`config.mk`:
```
export PLATFORM = sky130hd
export DESIGN_NAME = mac_wb_arb_flat
export DESIGN_NICKNAME = d
export VERILOG_FILES = /design/src/rtl/mac_wb_arb_if.sv /design/src/rtl/mac_wb_arb.sv /design/src/flat_wrapper.sv
export SDC_FILE = /design/constraint.sdc
export NUM_CORES = 1
export LEC_CHECK = 0
export CAP_MARGIN = 20
export CORE_ASPECT_RATIO = 0.6
export CORE_MARGIN = 2
export CORE_UTILIZATION = 58
export CTS_CLUSTER_DIAMETER = 30
export DETAILED_ROUTE_END_ITERATION = 12
export GPL_TIMING_DRIVEN = 1
export HOLD_SLACK_MARGIN = 0.03
export PLACE_DENSITY = 0.83
export SLEW_MARGIN = 10
export SYNTH_ARGS = -nofsm -noshare
export SYNTH_HDL_FRONTEND = slang
export SYNTH_SLANG_ARGS = --single-unit
```
`constraint.sdc`:
```
create_clock -name clk -period 8.1 [get_ports clk]
set_input_delay 1.215 -clock clk [delete_from_list [all_inputs] [get_ports clk]]
set_output_delay 1.215 -clock clk [all_outputs]
set_load 0.02 [all_outputs]
```
`src/rtl/mac_wb_arb_if.sv`:
```
// mac_wb_arb_if: ALU/MAC result streams in, register-file write-back port out
interface mac_wb_arb_if #(parameter int XLEN = 32, parameter int DEPTH = 4);
  logic                       freeze;
  logic [XLEN-1:0]            alu_out;
  logic [4:0]                 alu_rd_addr;
  logic                       alu_rd_wr_en;
  logic [XLEN-1:0]            alu_instr_tag;
  logic [31:0]                alu_instr;
  logic [XLEN-1:0]            mac_out;
  logic [4:0]                 mac_rd_addr;
  logic                       mac_rd_wr_en;
  logic [XLEN-1:0]            mac_instr_tag;
  logic [31:0]                mac_instr;
  logic                       mac_stall;
  logic [XLEN-1:0]            wb_data;
  logic [4:0]                 wb_rd_addr;
  logic                       wb_rd_wr_en;
  logic [XLEN-1:0]            wb_instr_tag;
  logic [31:0]                wb_instr;
  logic                       mac_pending;
  logic [$clog2(DEPTH+1)-1:0] fifo_count;
  modport master (
    output freeze, alu_out, alu_rd_addr, alu_rd_wr_en, alu_instr_tag, alu_instr,
           mac_out, mac_rd_addr, mac_rd_wr_en, mac_instr_tag, mac_instr,
    input  mac_stall, wb_data, wb_rd_addr, wb_rd_wr_en, wb_instr_tag, wb_instr,
           mac_pending, fifo_count
  );
  modport slave (
    input  freeze, alu_out, alu_rd_addr, alu_rd_wr_en, alu_instr_tag, alu_instr,
           mac_out, mac_rd_addr, mac_rd_wr_en, mac_instr_tag, mac_instr,
    output mac_stall, wb_data, wb_rd_addr, wb_rd_wr_en, wb_instr_tag, wb_instr,
           mac_pending, fifo_count
  );
endinterface

```
`src/rtl/mac_wb_arb.sv`:
```
// mac_wb_arb: merges ALU and MAC results onto one write port, buffering losing MAC results in order
module mac_wb_arb #(
  parameter int XLEN  = 32,
  parameter int DEPTH = 4
) (
  input logic         clk,
  input logic         rst,
  mac_wb_arb_if.slave bus
);
  localparam int AW = $clog2(DEPTH);
  localparam int CW = $clog2(DEPTH + 1);
  typedef struct packed {
    logic [XLEN-1:0] data;
    logic [4:0]      rd;
    logic [XLEN-1:0] tag;
    logic [31:0]     instr;
  } res_t;
  res_t          mem [DEPTH];
  res_t          alu_r, mac_r, sel, wb_r;
  logic [AW-1:0] wp, rp;
  logic [CW-1:0] cnt;
  logic          full, empty, alu_v, mac_v, push, pop, sel_v, wb_v;
  assign alu_r = {bus.alu_out, bus.alu_rd_addr, bus.alu_instr_tag, bus.alu_instr};
  assign mac_r = {bus.mac_out, bus.mac_rd_addr, bus.mac_instr_tag, bus.mac_instr};
  assign full  = cnt == CW'(DEPTH);
  assign empty = cnt == '0;
  assign alu_v = bus.alu_rd_wr_en && bus.alu_rd_addr != '0;
  // stall comes from the registered count, so a held MAC result is never taken twice
  assign mac_v = bus.mac_rd_wr_en && !full && !bus.freeze && bus.mac_rd_addr != '0;
  assign pop   = !bus.freeze && !alu_v && !empty;
  assign push  = mac_v && (alu_v || !empty);
  assign sel_v = alu_v || !empty || mac_v;
  assign sel   = alu_v ? alu_r : !empty ? mem[rp] : mac_r;
  always_ff @(posedge clk or posedge rst) begin
    if (rst) begin
      wp   <= '0;
      rp   <= '0;
      cnt  <= '0;
      wb_v <= 1'b0;
      wb_r <= '0;
    end else if (!bus.freeze) begin
      wp   <= push ? wp + AW'(1) : wp;
      rp   <= pop ? rp + AW'(1) : rp;
      cnt  <= cnt + CW'(push) - CW'(pop);
      wb_v <= sel_v;
      wb_r <= sel;
    end
  end
  always_ff @(posedge clk) begin
    if (push) mem[wp] <= mac_r;
  end
  assign bus.mac_stall    = full;
  assign bus.mac_pending  = !empty;
  assign bus.fifo_count   = cnt;
  assign bus.wb_rd_wr_en  = wb_v && !bus.freeze;
  assign bus.wb_data      = wb_r.data;
  assign bus.wb_rd_addr   = wb_r.rd;
  assign bus.wb_instr_tag = wb_r.tag;
  assign bus.wb_instr     = wb_r.instr;
  assert property (@(posedge clk) disable iff (rst) !(push && full));
endmodule

```
`src/flat_wrapper.sv`:
```
// flat-port wrapper written by rule: the top's interface ports become plain ports
module mac_wb_arb_flat 
#(
  parameter int XLEN  = 32,
  parameter int DEPTH = 4
)
  (clk, rst, bus_freeze, bus_alu_out, bus_alu_rd_addr, bus_alu_rd_wr_en, bus_alu_instr_tag, bus_alu_instr, bus_mac_out, bus_mac_rd_addr, bus_mac_rd_wr_en, bus_mac_instr_tag, bus_mac_instr, bus_mac_stall, bus_wb_data, bus_wb_rd_addr, bus_wb_rd_wr_en, bus_wb_instr_tag, bus_wb_instr, bus_mac_pending, bus_fifo_count);
  mac_wb_arb_if #(.XLEN(XLEN), .DEPTH(DEPTH)) bus_i ();
  input logic clk;
  input logic rst;
  input wire logic [$bits(bus_i.freeze)-1:0] bus_freeze;
  input wire logic [$bits(bus_i.alu_out)-1:0] bus_alu_out;
  input wire logic [$bits(bus_i.alu_rd_addr)-1:0] bus_alu_rd_addr;
  input wire logic [$bits(bus_i.alu_rd_wr_en)-1:0] bus_alu_rd_wr_en;
  input wire logic [$bits(bus_i.alu_instr_tag)-1:0] bus_alu_instr_tag;
  input wire logic [$bits(bus_i.alu_instr)-1:0] bus_alu_instr;
  input wire logic [$bits(bus_i.mac_out)-1:0] bus_mac_out;
  input wire logic [$bits(bus_i.mac_rd_addr)-1:0] bus_mac_rd_addr;
  input wire logic [$bits(bus_i.mac_rd_wr_en)-1:0] bus_mac_rd_wr_en;
  input wire logic [$bits(bus_i.mac_instr_tag)-1:0] bus_mac_instr_tag;
  input wire logic [$bits(bus_i.mac_instr)-1:0] bus_mac_instr;
  output wire logic [$bits(bus_i.mac_stall)-1:0] bus_mac_stall;
  output wire logic [$bits(bus_i.wb_data)-1:0] bus_wb_data;
  output wire logic [$bits(bus_i.wb_rd_addr)-1:0] bus_wb_rd_addr;
  output wire logic [$bits(bus_i.wb_rd_wr_en)-1:0] bus_wb_rd_wr_en;
  output wire logic [$bits(bus_i.wb_instr_tag)-1:0] bus_wb_instr_tag;
  output wire logic [$bits(bus_i.wb_instr)-1:0] bus_wb_instr;
  output wire logic [$bits(bus_i.mac_pending)-1:0] bus_mac_pending;
  output wire logic [$bits(bus_i.fifo_count)-1:0] bus_fifo_count;
  assign bus_i.freeze = bus_freeze;
  assign bus_i.alu_out = bus_alu_out;
  assign bus_i.alu_rd_addr = bus_alu_rd_addr;
  assign bus_i.alu_rd_wr_en = bus_alu_rd_wr_en;
  assign bus_i.alu_instr_tag = bus_alu_instr_tag;
  assign bus_i.alu_instr = bus_alu_instr;
  assign bus_i.mac_out = bus_mac_out;
  assign bus_i.mac_rd_addr = bus_mac_rd_addr;
  assign bus_i.mac_rd_wr_en = bus_mac_rd_wr_en;
  assign bus_i.mac_instr_tag = bus_mac_instr_tag;
  assign bus_i.mac_instr = bus_mac_instr;
  assign bus_mac_stall = bus_i.mac_stall;
  assign bus_wb_data = bus_i.wb_data;
  assign bus_wb_rd_addr = bus_i.wb_rd_addr;
  assign bus_wb_rd_wr_en = bus_i.wb_rd_wr_en;
  assign bus_wb_instr_tag = bus_i.wb_instr_tag;
  assign bus_wb_instr = bus_i.wb_instr;
  assign bus_mac_pending = bus_i.mac_pending;
  assign bus_fifo_count = bus_i.fifo_count;
  mac_wb_arb #(.XLEN(XLEN), .DEPTH(DEPTH)) u_core (.clk(clk), .rst(rst), .bus(bus_i));
endmodule
```
# After elaboration in Yosys (flattened, before gate mapping)
# Memories as Yosys holds them, arrays and structs flattened.
# Cells that the tools add are included.
word_totals:
  register_bits: 109
  mem_count: 1
  elab_cells: 38
  ramBits: 404
  out_inout_bits: 107
  inputBits: 207
mem_list:
  columns: ["name", "words", "word_bits", "rd", "rd_clocked_by_memory_dff", "wr", "line_no", "source"]
  rows:
  - ["u_core.mem", 4, 101, 1, 0, 1, "mac_wb_arb.sv:18", "res_t mem [DEPTH];"]
classes:
  add_sub_neg: 4
  n_eq_ne: 1
  n_reduce_logical: 19
  mux: 4
  n_bitwise: 1
ops:
  columns: ["cell", "count"]
  rows:
  - ["$mux W101", 2]
  - ["$reduce_bool A5 Y1", 2]
  - ["$logic_and A1 B1 Y1", 8]
  - ["$add A2 B1 Y2 const B", 2]
  - ["$logic_not A1 Y1", 4]
  - ["$reduce_and A2 Y1", 2]
  - ["$add A3 B1 Y3", 1]
  - ["$eq A3 B3 Y1 const B", 1]
  - ["$logic_not A3 Y1", 1]
  - ["$sub A3 B1 Y3", 1]
  - ["$logic_or A1 B1 Y1", 2]
  - ["$mux W1", 2]
  - ["$not A1 Y1", 1]

# Longest topological paths before layout
depth:
  ltp_word: 8
  mapped_depth: 13
  depth_no_buf: 11

# Worst setup path after synthesis
# No wires, ideal clock.
synth_timing:
  path_type: "input port to flip-flop"
  from: "input port bus_alu_rd_addr[0]"
  to: "memory u_core.mem[0][0] (netlist bit) (enable)"
  stages: 4
  t_arrival_ns: 4.215
  path_buffers: 0
  path_slack_ns: 3.413
  required_time_ns: 7.629
  path_cell_list: "or4_4 > o21ai_0 > a211oi_2 > and2_1"
synth_via:
  elab_chain_len: 6
synth_rtl:
  columns: ["item", "line_no", "source"]
  rows:
  - ["start: declaration", "flat_wrapper.sv:13", "input wire logic [$bits(bus_i.alu_rd_addr)-1:0] bus_alu_rd_addr;"]
  - ["$reduce_bool A5 Y1", "mac_wb_arb.sv:27", "assign alu_v = bus.alu_rd_wr_en && bus.alu_rd_addr != '0;"]
  - ["$logic_and A1 B1 Y1", "mac_wb_arb.sv:27", null]
  - ["$logic_or A1 B1 Y1", "mac_wb_arb.sv:31", "assign push = mac_v && (alu_v || !empty);"]
  - ["$logic_and A1 B1 Y1", "mac_wb_arb.sv:31", null]
  - ["$mux W1", "mac_wb_arb.sv:50", "if (push) mem[wp] <= mac_r;"]
  - ["$mux W1 (not written as such)", "mac_wb_arb.sv:50", null]
  - ["end: declaration", "mac_wb_arb.sv:18", null]
# Every way passes these cells.

# Worst setup path in the final report
layout_timing:
  from: "input port bus_freeze"
  to: "output port bus_wb_rd_wr_en"
layout_via:
  elab_chain_len: 2
layout_rtl:
  columns: ["item", "line_no", "source"]
  rows:
  - ["start: declaration", "flat_wrapper.sv:11", "input wire logic [$bits(bus_i.freeze)-1:0] bus_freeze;"]
  - ["$logic_not A1 Y1", "mac_wb_arb.sv:55", "assign bus.wb_rd_wr_en = wb_v && !bus.freeze;"]
  - ["$logic_and A1 B1 Y1", "mac_wb_arb.sv:55", null]
  - ["end: declaration", "flat_wrapper.sv:25", "output wire logic [$bits(bus_i.wb_rd_wr_en)-1:0] bus_wb_rd_wr_en;"]
# Every way passes these cells.

==> impl_summary.log <==
INFO  metric finalHoldViolations = 0
INFO  metric synth_simple_gate_area_frac = 0.104
INFO  metric timing.critical_path.max_delay_family = buffers and inverters
INFO  metric setup.reg_to_reg.worst_slack = 4.76 ns
INFO  metric largest_family_of_logic_cells_by_synthesized_area = multiplexers
INFO  metric power_per_unit_of_standard_cell_area = 335 nW/um^2
INFO  metric multi_input_area = 5600 um^2
INFO  metric syn-num-nets = 1,563
INFO  metric fraction_of_the_mapped_netlist_area_in_compound_gates = 0.0435
INFO  metric synth_adder_area_share = 0.00452
INFO  metric initial_antenna_violation_count = 2
INFO  metric grt_first_pass_wirelength = 77.2 mm
INFO  metric seqCellArea = 14,900 um^2
INFO  metric synthDominantCellAreaShare = 0.577
INFO  metric fin_crit_sh = 0.580
INFO  metric finalWirelength = 50.6 mm
INFO  metric synthMuxAreaShare = 0.111
INFO  metric placeableCoreArea = 35,300 um^2
INFO  metric die_w = 250 um
INFO  metric finalSetupViolations = 0
INFO  metric drc = 0
INFO  metric gr-usage-all-layers = 0.272
INFO  metric post_synth_inst_count = 1,349
INFO  metric io-pin-count = 314
INFO  metric mapped_area = 21,000 um^2
INFO  metric leakage = 9.80 nW
INFO  metric number_of_flip_flops_and_latches_in_the_synthesized_netlist = 513
INFO  metric max-slew-margin-rel = 0.329
INFO  metric floorplan.die.height = 152 um
INFO  metric areaGrowthSynthToFinish = 27.2%
INFO  metric cp_num_cells = 4
INFO  metric critical_path.cell_chain = buf_6 > buf_4 > nor2_1 > clkdlybuf4s50_1
INFO  metric clock_tree_buffer_depth = 3
INFO  metric grt_start_max_net_pins = 203
INFO  metric synthDistinctLibCells = 35
INFO  metric hold_path_class = reg2reg
INFO  metric route.detailed.wl_per_inst = 23.2 um
INFO  metric max_clock_freq = 213 MHz
INFO  metric post_layout_nonfiller_instances = 2,181
INFO  metric cpPeakStageDelay = 0.85 ns
INFO  metric gr-total-overflow = 0
INFO  metric holdBufCountCts = 0
INFO  metric cts_buffers = 68
INFO  metric finalNetCount = 1,871
INFO  metric drtAntennaViolNets = 0
INFO  metric yosysWarnings = 0
INFO  metric cts_tree = done
INFO  metric hold_depth = 2
INFO  metric n_fill_cell = 2,013
INFO  metric final-max-slew-violation-count = 0
INFO  metric dpl.hpwl = 29.2 mm
INFO  metric result_of_the_run = finished clean
INFO  metric xor_and_xnor_fraction_of_the_mapped_netlist_area = 0.00244
INFO  metric setup_fix_bufs_post_cts = 0
INFO  metric setup_total_negative_slack = 0 ns
INFO  metric quantity_of_gates_resized_following_cts = 0
INFO  metric finalWorstPathRequiredPeriod = 4.70 ns
INFO  metric rsz_0062_raised_after_global_routing = no
INFO  metric worstSetupEndpointType = primary output
INFO  metric cts_root_buf = clkbuf_16
INFO  metric place.port_buffers = 313
INFO  metric numPlacedInstances = 2,052
INFO  metric initial_core_util = 0.595
INFO  metric max-vdd-ir-drop = 217 uV
INFO  metric worst-setup-path-type = in2out
INFO  metric yosys_most_used_dff = edfxtp_1
INFO  metric required_time_worst_endpoint = 6.88 ns
INFO  metric synth-seq-area-share = 0.707
INFO  metric number_of_sinks_driven_by_the_clock_tree = 513
INFO  metric final_layout_size_suffix_gt1_frac = 0.158
INFO  metric cell_taking_the_most_area_after_synthesis = edfxtp_1
INFO  metric clock_latency = 0.59 ns
INFO  metric route.vias.total = 13,000
INFO  metric async_reset_ff_frac = 0.212
INFO  metric arrival = 3.48 ns
INFO  metric path_max_fanout = 127
INFO  metric reg2regPathDepth = 12
INFO  metric worst_pin_slew = 1.01 ns
INFO  metric critical_path.startpoint_type = input pin
INFO  metric cpMaxStageDelayCell = buf_4
INFO  metric max_cap_viol_count = 0
INFO  metric timing.final.ws_setup = 3.40 ns
INFO  metric critical_path.n_buffers_inverters = 3
INFO  metric synth-edff-count = 404
INFO  metric initial_drc_count = 1,221
INFO  metric place_congestion = 0.781
INFO  metric die_area = 37,900 um^2
INFO  metric vias_per_cell = 5.94
INFO  metric placement_rows = 53
INFO  metric grt_pass1_vias = 13,400
INFO  metric clk_transition_reported_paths = 0.05 ns
INFO  metric synth_top_area_cells = edfxtp_1, dfrtp_1, mux4_2
INFO  metric avgSynthCellArea = 15.6 um^2
INFO  metric final_cell_utilization_of_the_core = 0.757
INFO  metric pre_cts_slack = 3.38 ns
INFO  metric h-tree-depth = 3
INFO  metric detail_route.first_pass.iterations = 5
INFO  metric clock-skew-final = 0.0273 ns
## cells in the final DEF, fill, tap and decap left out, types with 4 or more instances in the layout
cell             instances
bufinv_16                6
o31ai_1                 80
o31ai_2                 18
clkbuf_16               71
inv_8                    6
clkinvlp_4               5
clkinv_1                 4
nand2_1                294
clkinv_2                 6
clkdlybuf4s50_1        312
and3_1                  98
inv_6                   15
ha_1                     6
mux2_2                   4
clkinv_4                 4
mux4_2                 101
and2_4                   5
buf_4                   12
inv_1                    9
nor2_1                 103
edfxtp_1               404
clkbuf_1                 4
dfrtp_1                107
## flip-flops by register name, summed over array words and instances (netlist names)
name / count
u_core.bus.wb_instr: 32
u_core.wb_v: 1
u_core.wp: 2
u_core.mem: 404
u_core.bus.wb_rd_addr: 5
u_core.bus.wb_data: 32
u_core.bus.wb_instr_tag: 32
u_core.bus.fifo_count: 3
u_core.rp: 2
## metal layers
| metal | vias up | GRT usage | wire length (um) |
|---|---|---|---|
| li1 | 5704 | - | - |
| met2 | 624 | 0.435 | 24600 |
| met4 | 0 | 0.0867 | 1150 |
| met3 | 83 | 0.0576 | 3840 |
| met5 | - | 0 | 0 |
| met1 | 6543 | 0.383 | 21000 |
## area by class of cell
type,instances,area share
clock inverter,50,0.0210
antenna,2,0.000187
tap,467,0.0218
timing repair buffer,328,0.123
sequential,513,0.556
inverter,11,0.00173
multi-input combinational,735,0.209
clock buffer,75,0.0670
## power by group
part | internal (mW) | switching (mW)
Clock | 1.85 | 1.21
Sequential | 3.23 | 0.233
Combinational | 1.17 | 1.26
Total | 6.25 | 2.70
## cell families after synthesis
kind of cell / Yosys count
XOR/XNOR: 5
adder cells (fa/ha/maj): 7
AND/OR/NAND/NOR: 507
flip-flops: 513
multiplexers: 107
buffers and inverters: 101
AO/OA/AOI/OAI: 109
## path summary, 6_finish.rpt
| kind | from | endpoint |
|---|---|---|
| hold / removal | u_core.bus.wb_data[15]$_DFFE_PP0N_ | u_core.bus.wb_data[15]$_DFFE_PP0N_ |
| max in group asynchronous | rst | u_core.rp[0]$_DFFE_PP0P_ |
| setup reg to reg | u_core.bus.fifo_count[1]$_DFFE_PP0N_ | u_core.bus.fifo_count[2]$_DFFE_PP0N_ |
| hold reg to reg | u_core.bus.wb_data[15]$_DFFE_PP0N_ | u_core.bus.wb_data[15]$_DFFE_PP0N_ |
| min in group asynchronous | rst | u_core.bus.wb_instr[1]$_DFFE_PP0N_ |
| setup / recovery | bus_freeze | bus_wb_rd_wr_en |
## worst reg2reg max path, stage by stage, from the launching register on
cell	delay (ns)
dfrtp_1	0.46
nor3_2	0.22
buf_4	0.73
nor2_1	0.23
and2_4	0.23
ha_1	0.27
inv_1	0.06
ha_1	0.14
inv_1	0.06
fa_1	0.42
xnor2_1	0.14
nor2_1	0.07
xor2_1	0.19
## Yosys cell counts, drive strengths merged (2+ instances only)
cell type,number
a21oi,2
a221oi,2
a32oi,2
and2,7
and3,98
buf,50
clkbuf,40
dfrtp,109
edfxtp,404
ha,6
inv,11
mux2,4
mux2i,2
mux4,101
nand2,294
nor2,103
o21ai,4
o31ai,98
or4,2
xnor2,3
xor2,2
## stage by stage
step                      power, mW  hold WS (ns)  instance area [um^2]
final                          8.95         0.481                 26700
after global routing           9.32         0.504                 26700
after CTS                      9.01         0.483                 26700
after detailed placement       5.93         0.468                 24300
after global placement         5.86         0.460                 24300
after floorplan                5.10         0.486                 21000
(Power assumes the default switching activity.)
==> RTL change 1 (same flow settings) <==
`XLEN` is set to 32 in 3 places; all go to 40.
--- a/src/rtl/mac_wb_arb_if.sv
+++ b/src/rtl/mac_wb_arb_if.sv
@@ -1,4 +1,4 @@
 // mac_wb_arb_if: ALU/MAC result streams in, register-file write-back port out
-interface mac_wb_arb_if #(parameter int XLEN = 32, parameter int DEPTH = 4);
+interface mac_wb_arb_if #(parameter int XLEN = 40, parameter int DEPTH = 4);
   logic                       freeze;
   logic [XLEN-1:0]            alu_out;
--- a/src/rtl/mac_wb_arb.sv
+++ b/src/rtl/mac_wb_arb.sv
@@ -1,5 +1,5 @@
 // mac_wb_arb: merges ALU and MAC results onto one write port, buffering losing MAC results in order
 module mac_wb_arb #(
-  parameter int XLEN  = 32,
+  parameter int XLEN  = 40,
   parameter int DEPTH = 4
 ) (
--- a/src/flat_wrapper.sv
+++ b/src/flat_wrapper.sv
@@ -2,5 +2,5 @@
 module mac_wb_arb_flat 
 #(
-  parameter int XLEN  = 32,
+  parameter int XLEN  = 40,
   parameter int DEPTH = 4
 )
Ports: changed (6 resized); port bits go from 314 to 362. No check against the original RTL was run, so the function may have changed too.
==> RTL change 1 against the original RTL <==
  * Cell count rose by 15%
  * Power is 17% higher
  * Die area grew 14%
  * Setup slack better by 0.00055 ns
  * Sequential cell count rose by 80
  * First-iteration DRC count is 28% higher
  * Non-clock buffer count grew 48
  * Largest power group unchanged
  * Wire length increased by 18%
  * Via count rose by 18%
  * Cell area increased by 15%
  * Synthesized area is 14% higher
  * Register-to-register slack worse by 0.48 ns
==> RTL change 1: results (changes against the original RTL) <==
synth_compound_area_frac: 0.0389  # -0.00457
finClkSkew_ns: 0.0208  # -0.00650 ns
dp.cells: 2358  # +15%
drtPass1Iterations: 6  # +1
crit_start: "bus_mac_rd_addr[3]"
worst_pin_slew_ns: 1.10  # +0.0901 ns
dp_slack_ns: 2.85  # -0.527 ns
grt_pass1_wl_um: 92100  # +19%
cts_resized: 0  # unchanged
grt_max_degree: 236  # +16%
status: "finished clean"
cts_buffers: 82  # +21%
avgViaCountPerCell: 6.05  # +1.9%
clk_latency_ns: 0.62  # +0.03 ns
r2r_start: "u_core.bus.fifo_count[2]"
synthesis.nets: 1801  # +15%
antenna_found_initial: 8  # +6
place.detailed.hpwl_um: 33700  # +15%
synth_cell_types: 32  # -8.6%
synth-xor-area-share: 0.00182  # -0.000616
syn_inst: 1555  # +15%
track_usage: 0.283  # +0.0109
vdd_ir_drop_max_mv: 0.219  # +0.94%
drive_gt1_frac: 0.148  # -0.00988
totalPowerFinal_mw: 10.5  # +17%
synthTopCellsByArea: "edfxtp_1 59%, dfrtp_1 13%, mux4_2 11%"
synth_edf_count: 468  # +16%
critPathKind: "in2reg"
totalWireLength_um: 59700  # +18%
critPathArrivalTime_ns: 4.92  # +1.44 ns
largest_reg_flops: 468  # +16%
netlist_top_cells_count: "468 x edfxtp_1, 345 x nand2_1, 125 x dfrtp_1"
p_leak_nw: 11.3  # +16%
final_nets: 2158  # +15%
hold_path.startpoint: "u_core.bus.wb_instr_tag[34]"
synth_async_sr_flop_share: 0.211  # -0.00168
grt_pass1_vias: 15900  # +19%
root_buffer: "clkbuf_16"
ys_seq_area_frac: 0.715  # +0.00887
gp_congestion: 0.814  # +4.2%
p_clk_frac: 0.352  # +0.011
fin_cells: 2519  # +15%
synth.mux.area_fraction: 0.112  # +0.000758
drt_iter0_drc: 1560  # +28%
synth_fa_ha_area_frac: 0.00396  # -0.000562
p_seq_frac: 0.385  # -0.002
crit_fanout: 60  # -53%
io_buffers: 361  # +15%
swShare: 0.307  # +0.00506
[RTL change 1: cell types whose count changed in the layout (fill, tap and decap cells not counted), sizes merged, moves of 17 or more]
cell           change
and3              +18
edfxtp            +64
nand2             +51
clkdlybuf4s50     +48
o31ai             +17
[RTL change 1: layer usage]
| layer | wire length [um] | vias to the layer above | GRT usage |
|---|---|---|---|
| met5 | 27 | - | 0 |
| met4 | 1690 | 4 | 0.113 |
| met3 | 4770 | 121 | 0.0529 |
| met2 | 29200 | 760 | 0.452 |
| met1 | 24000 | 7762 | 0.392 |
| li1 | - | 6598 | - |
[RTL change 1: final timing paths]
path | end | slack, ns | cells after the start
max in group asynchronous | u_core.rp[1] | 5.68 | 3
worst min-delay path | u_core.bus.wb_instr_tag[34] | 0.48 | 2
worst max-delay path | u_core.mem[3][101] | 3.40 | 6
worst min register to register | u_core.bus.wb_instr_tag[34] | 0.48 | 2
min in group asynchronous | u_core.bus.wb_instr_tag[37] | 1.12 | 2
worst max register to register | u_core.mem[3][101] | 4.28 | 5
[RTL change 1: cell type report]
cell class,instances,area (um^2)
flip-flops and latches,593,17200
fillers,2291,9790
inverters,11,48.8
multi-input cells,848,6320
well taps,531,664
clock buffers,91,2110
repair buffers,376,3760
diodes,6,15.0
clock inverters,63,759
[RTL change 1: cells by family after synthesis]
kind of cell / Yosys count
xor gates and xnor gates: 5
buffers and inverters: 114
DFF: 593
AOI/OAI and AO/OA: 124
and+or+nand+nor: 590
muxes: 122
adders and majority gates: 7
[RTL change 1: critical path, stage by stage]
cell,delay (ns)
clkdlybuf4s50_1,0.59
or4_1,0.25
o21ai_0,0.14
a311oi_1,0.87
and2_4,0.93
buf_4,0.86
==> RTL change 2 (same flow settings) <==
Without the edit above. Reset style: synchronous (`rst`), changed in one clocked block.
--- a/src/rtl/mac_wb_arb.sv
+++ b/src/rtl/mac_wb_arb.sv
@@ -32,5 +32,5 @@
   assign sel_v = alu_v || !empty || mac_v;
   assign sel   = alu_v ? alu_r : !empty ? mem[rp] : mac_r;
-  always_ff @(posedge clk or posedge rst) begin
+  always_ff @(posedge clk) begin
     if (rst) begin
       wp   <= '0;
Check against the original RTL: differs if rst is asserted again (counterexample within 4 cycles, from zero or initial values and one cycle with rst high); with rst held inactive, the same outputs for 4 cycles.
==> RTL change 2 against the original RTL <==
  * Sequential cell count up 2
  * Cell area down 1.4%
  * Global-route usage up 0.59 points
  * Setup slack better by 0.41 ns
  * Die area down 2.3%
  * Synthesized area down 2.4%
  * Non-clock buffer count up 2
  * Wire length down 0.44%
  * Critical endpoint is now bus_mac_pending
Power is not compared: it rests on default switching activity, and its combinational part moved more than twofold at a synthesized area within 25%.
==> RTL change 2: results (changes against the original RTL) <==
status: "finished clean"
critPathArrivalTime_ns: 3.07  # -0.41 ns
max_slew_margin: 0.346  # +0.0173
cts_setup_buffers: 0  # unchanged
m1WireLength_um: 21100  # +0.26%
whs_path_depth: 2  # unchanged
drtPass1Iterations: 5  # unchanged
crit_fanout: 45  # -65%
gp_congestion: 0.818  # +4.8%
hold_end: "u_core.wb_v"
grt_max_degree: 151  # -26%
place.detailed.hpwl_um: 29000  # -0.53%
drive_gt1_frac: 0.151  # -0.00673
clock_path_buffers: 3  # unchanged
synth_edf_count: 404  # unchanged
track_usage: 0.278  # +0.00591
final_nets: 1796  # -4.0%
met3_length_um: 3850  # +0.26%
netlist_top_cells_count: "404 x edfxtp_1, 201 x nand2_1, 111 x dfxtp_1"
largest_reg_flops: 404  # unchanged
r2r_slack_ns: 4.78  # +0.02 ns
h-tree-depth: 3  # unchanged
root_buffer: "clkbuf_16"
grt_pass1_wl_um: 77000  # -0.18%
route.detailed.wl_per_inst_um: 23.9  # +3.1%
ys.flop_type: "edfxtp_1"
path_clk_slew_ns: 0.06
fin_hold_ws_ns: 0.519  # +0.0380 ns
dp_slack_ns: 3.37  # -0.0122 ns
placedInstanceArea_um2: 24000  # -1.5%
dp.cells: 1979  # -3.6%
vdd_ir_drop_max_mv: 0.171
ys_warn_count: 0  # unchanged
synth_cell_types: 37  # +5.7%
synthTopCellsByArea: "edfxtp_1 59%, mux4_2 11%, dfxtp_1 11%"
drt_iter0_drc: 1217  # -0.33%
r2r_start: "u_core.bus.fifo_count[1]"
synth_async_sr_flop_share: 0  # -0.212
largest_register: "u_core.mem"
cts_buffers: 66  # -2.9%
hold_class: "reg2reg"
r2r-end: "u_core.mem[2][79]"
dr_wl_met2_um: 24300  # -0.83%
finClkSkew_ns: 0.0138  # -0.0135 ns
cts_resized: 0  # unchanged
p_leak_nw: 8.71
hold_path.startpoint: "u_core.wb_v"
avgViaCountPerCell: 6.12  # +3.1%
antenna_found_initial: 2  # unchanged
syn_inst: 1285  # -4.7%
crit_start: "u_core.bus.fifo_count[2]"
clk_latency_ns: 0.58
reg2regPathDepth: 5  # -7
ys_seq_area_frac: 0.699  # -0.00757
io_buffers: 313  # unchanged
synthesis.nets: 1499  # -4.1%
top_layer_used: "met4"
num_vias: 12900  # -0.48%
RTL change 2: worst max path at each step:
| stage | endpoint | slack, ns |
|---|---|---|
| floorplan | u_core.mem[0][0] | 3.31 |
| finish | bus_mac_pending | 3.81 |
| global route | u_core.mem[2][93] | 3.70 |
| CTS | bus_mac_pending | 3.80 |
| detailed placement | u_core.mem[3][84] | 3.37 |
| global placement | u_core.mem[3][85] | 3.48 |
RTL change 2: kinds of logic after synthesis:
| kind of cell | share of synthesized area |
|---|---|
| AND/OR/NAND/NOR | 0.0744 |
| flip-flops | 0.699 |
| buffers and inverters | 0.0224 |
| adder cells (fa/ha/maj) | 0.00463 |
| AO/OA/AOI/OAI | 0.0880 |
| XOR/XNOR | 0.000427 |
| multiplexers | 0.111 |
RTL change 2: area by class of cell:
cell class | instances | area, um^2
sequential | 515 | 14400
fill | 1954 | 8570
multi-input combinational | 661 | 5740
timing repair buffer | 330 | 3300
clock buffer | 82 | 1880
tap | 467 | 584
clock inverter | 40 | 469
inverter | 8 | 31.3
antenna | 3 | 7.51
RTL change 2: layer usage:
layer	vias up	GRT usage
met5	-	0
met4	0	0.0843
met3	78	0.0599
met2	589	0.442
met1	6529	0.390
li1	5696	-
RTL change 2: where the power goes:
| part | total (mW) | switching, mW | leakage [nW] | internal (mW) |
|---|---|---|---|---|
| Combinational | 0.674 | 0.371 | 2.99 | 0.303 |
| Sequential | 2.96 | 0.0383 | 4.57 | 2.93 |
| Clock | 3.05 | 1.16 | 1.15 | 1.88 |
RTL change 2: critical path, stage by stage, from the launching register on:
cell             delay [ns]
dfxtp_1                0.37
nor3_4                 0.19
buf_4                  0.40
clkinv_2               0.75
clkdlybuf4s50_1        0.79
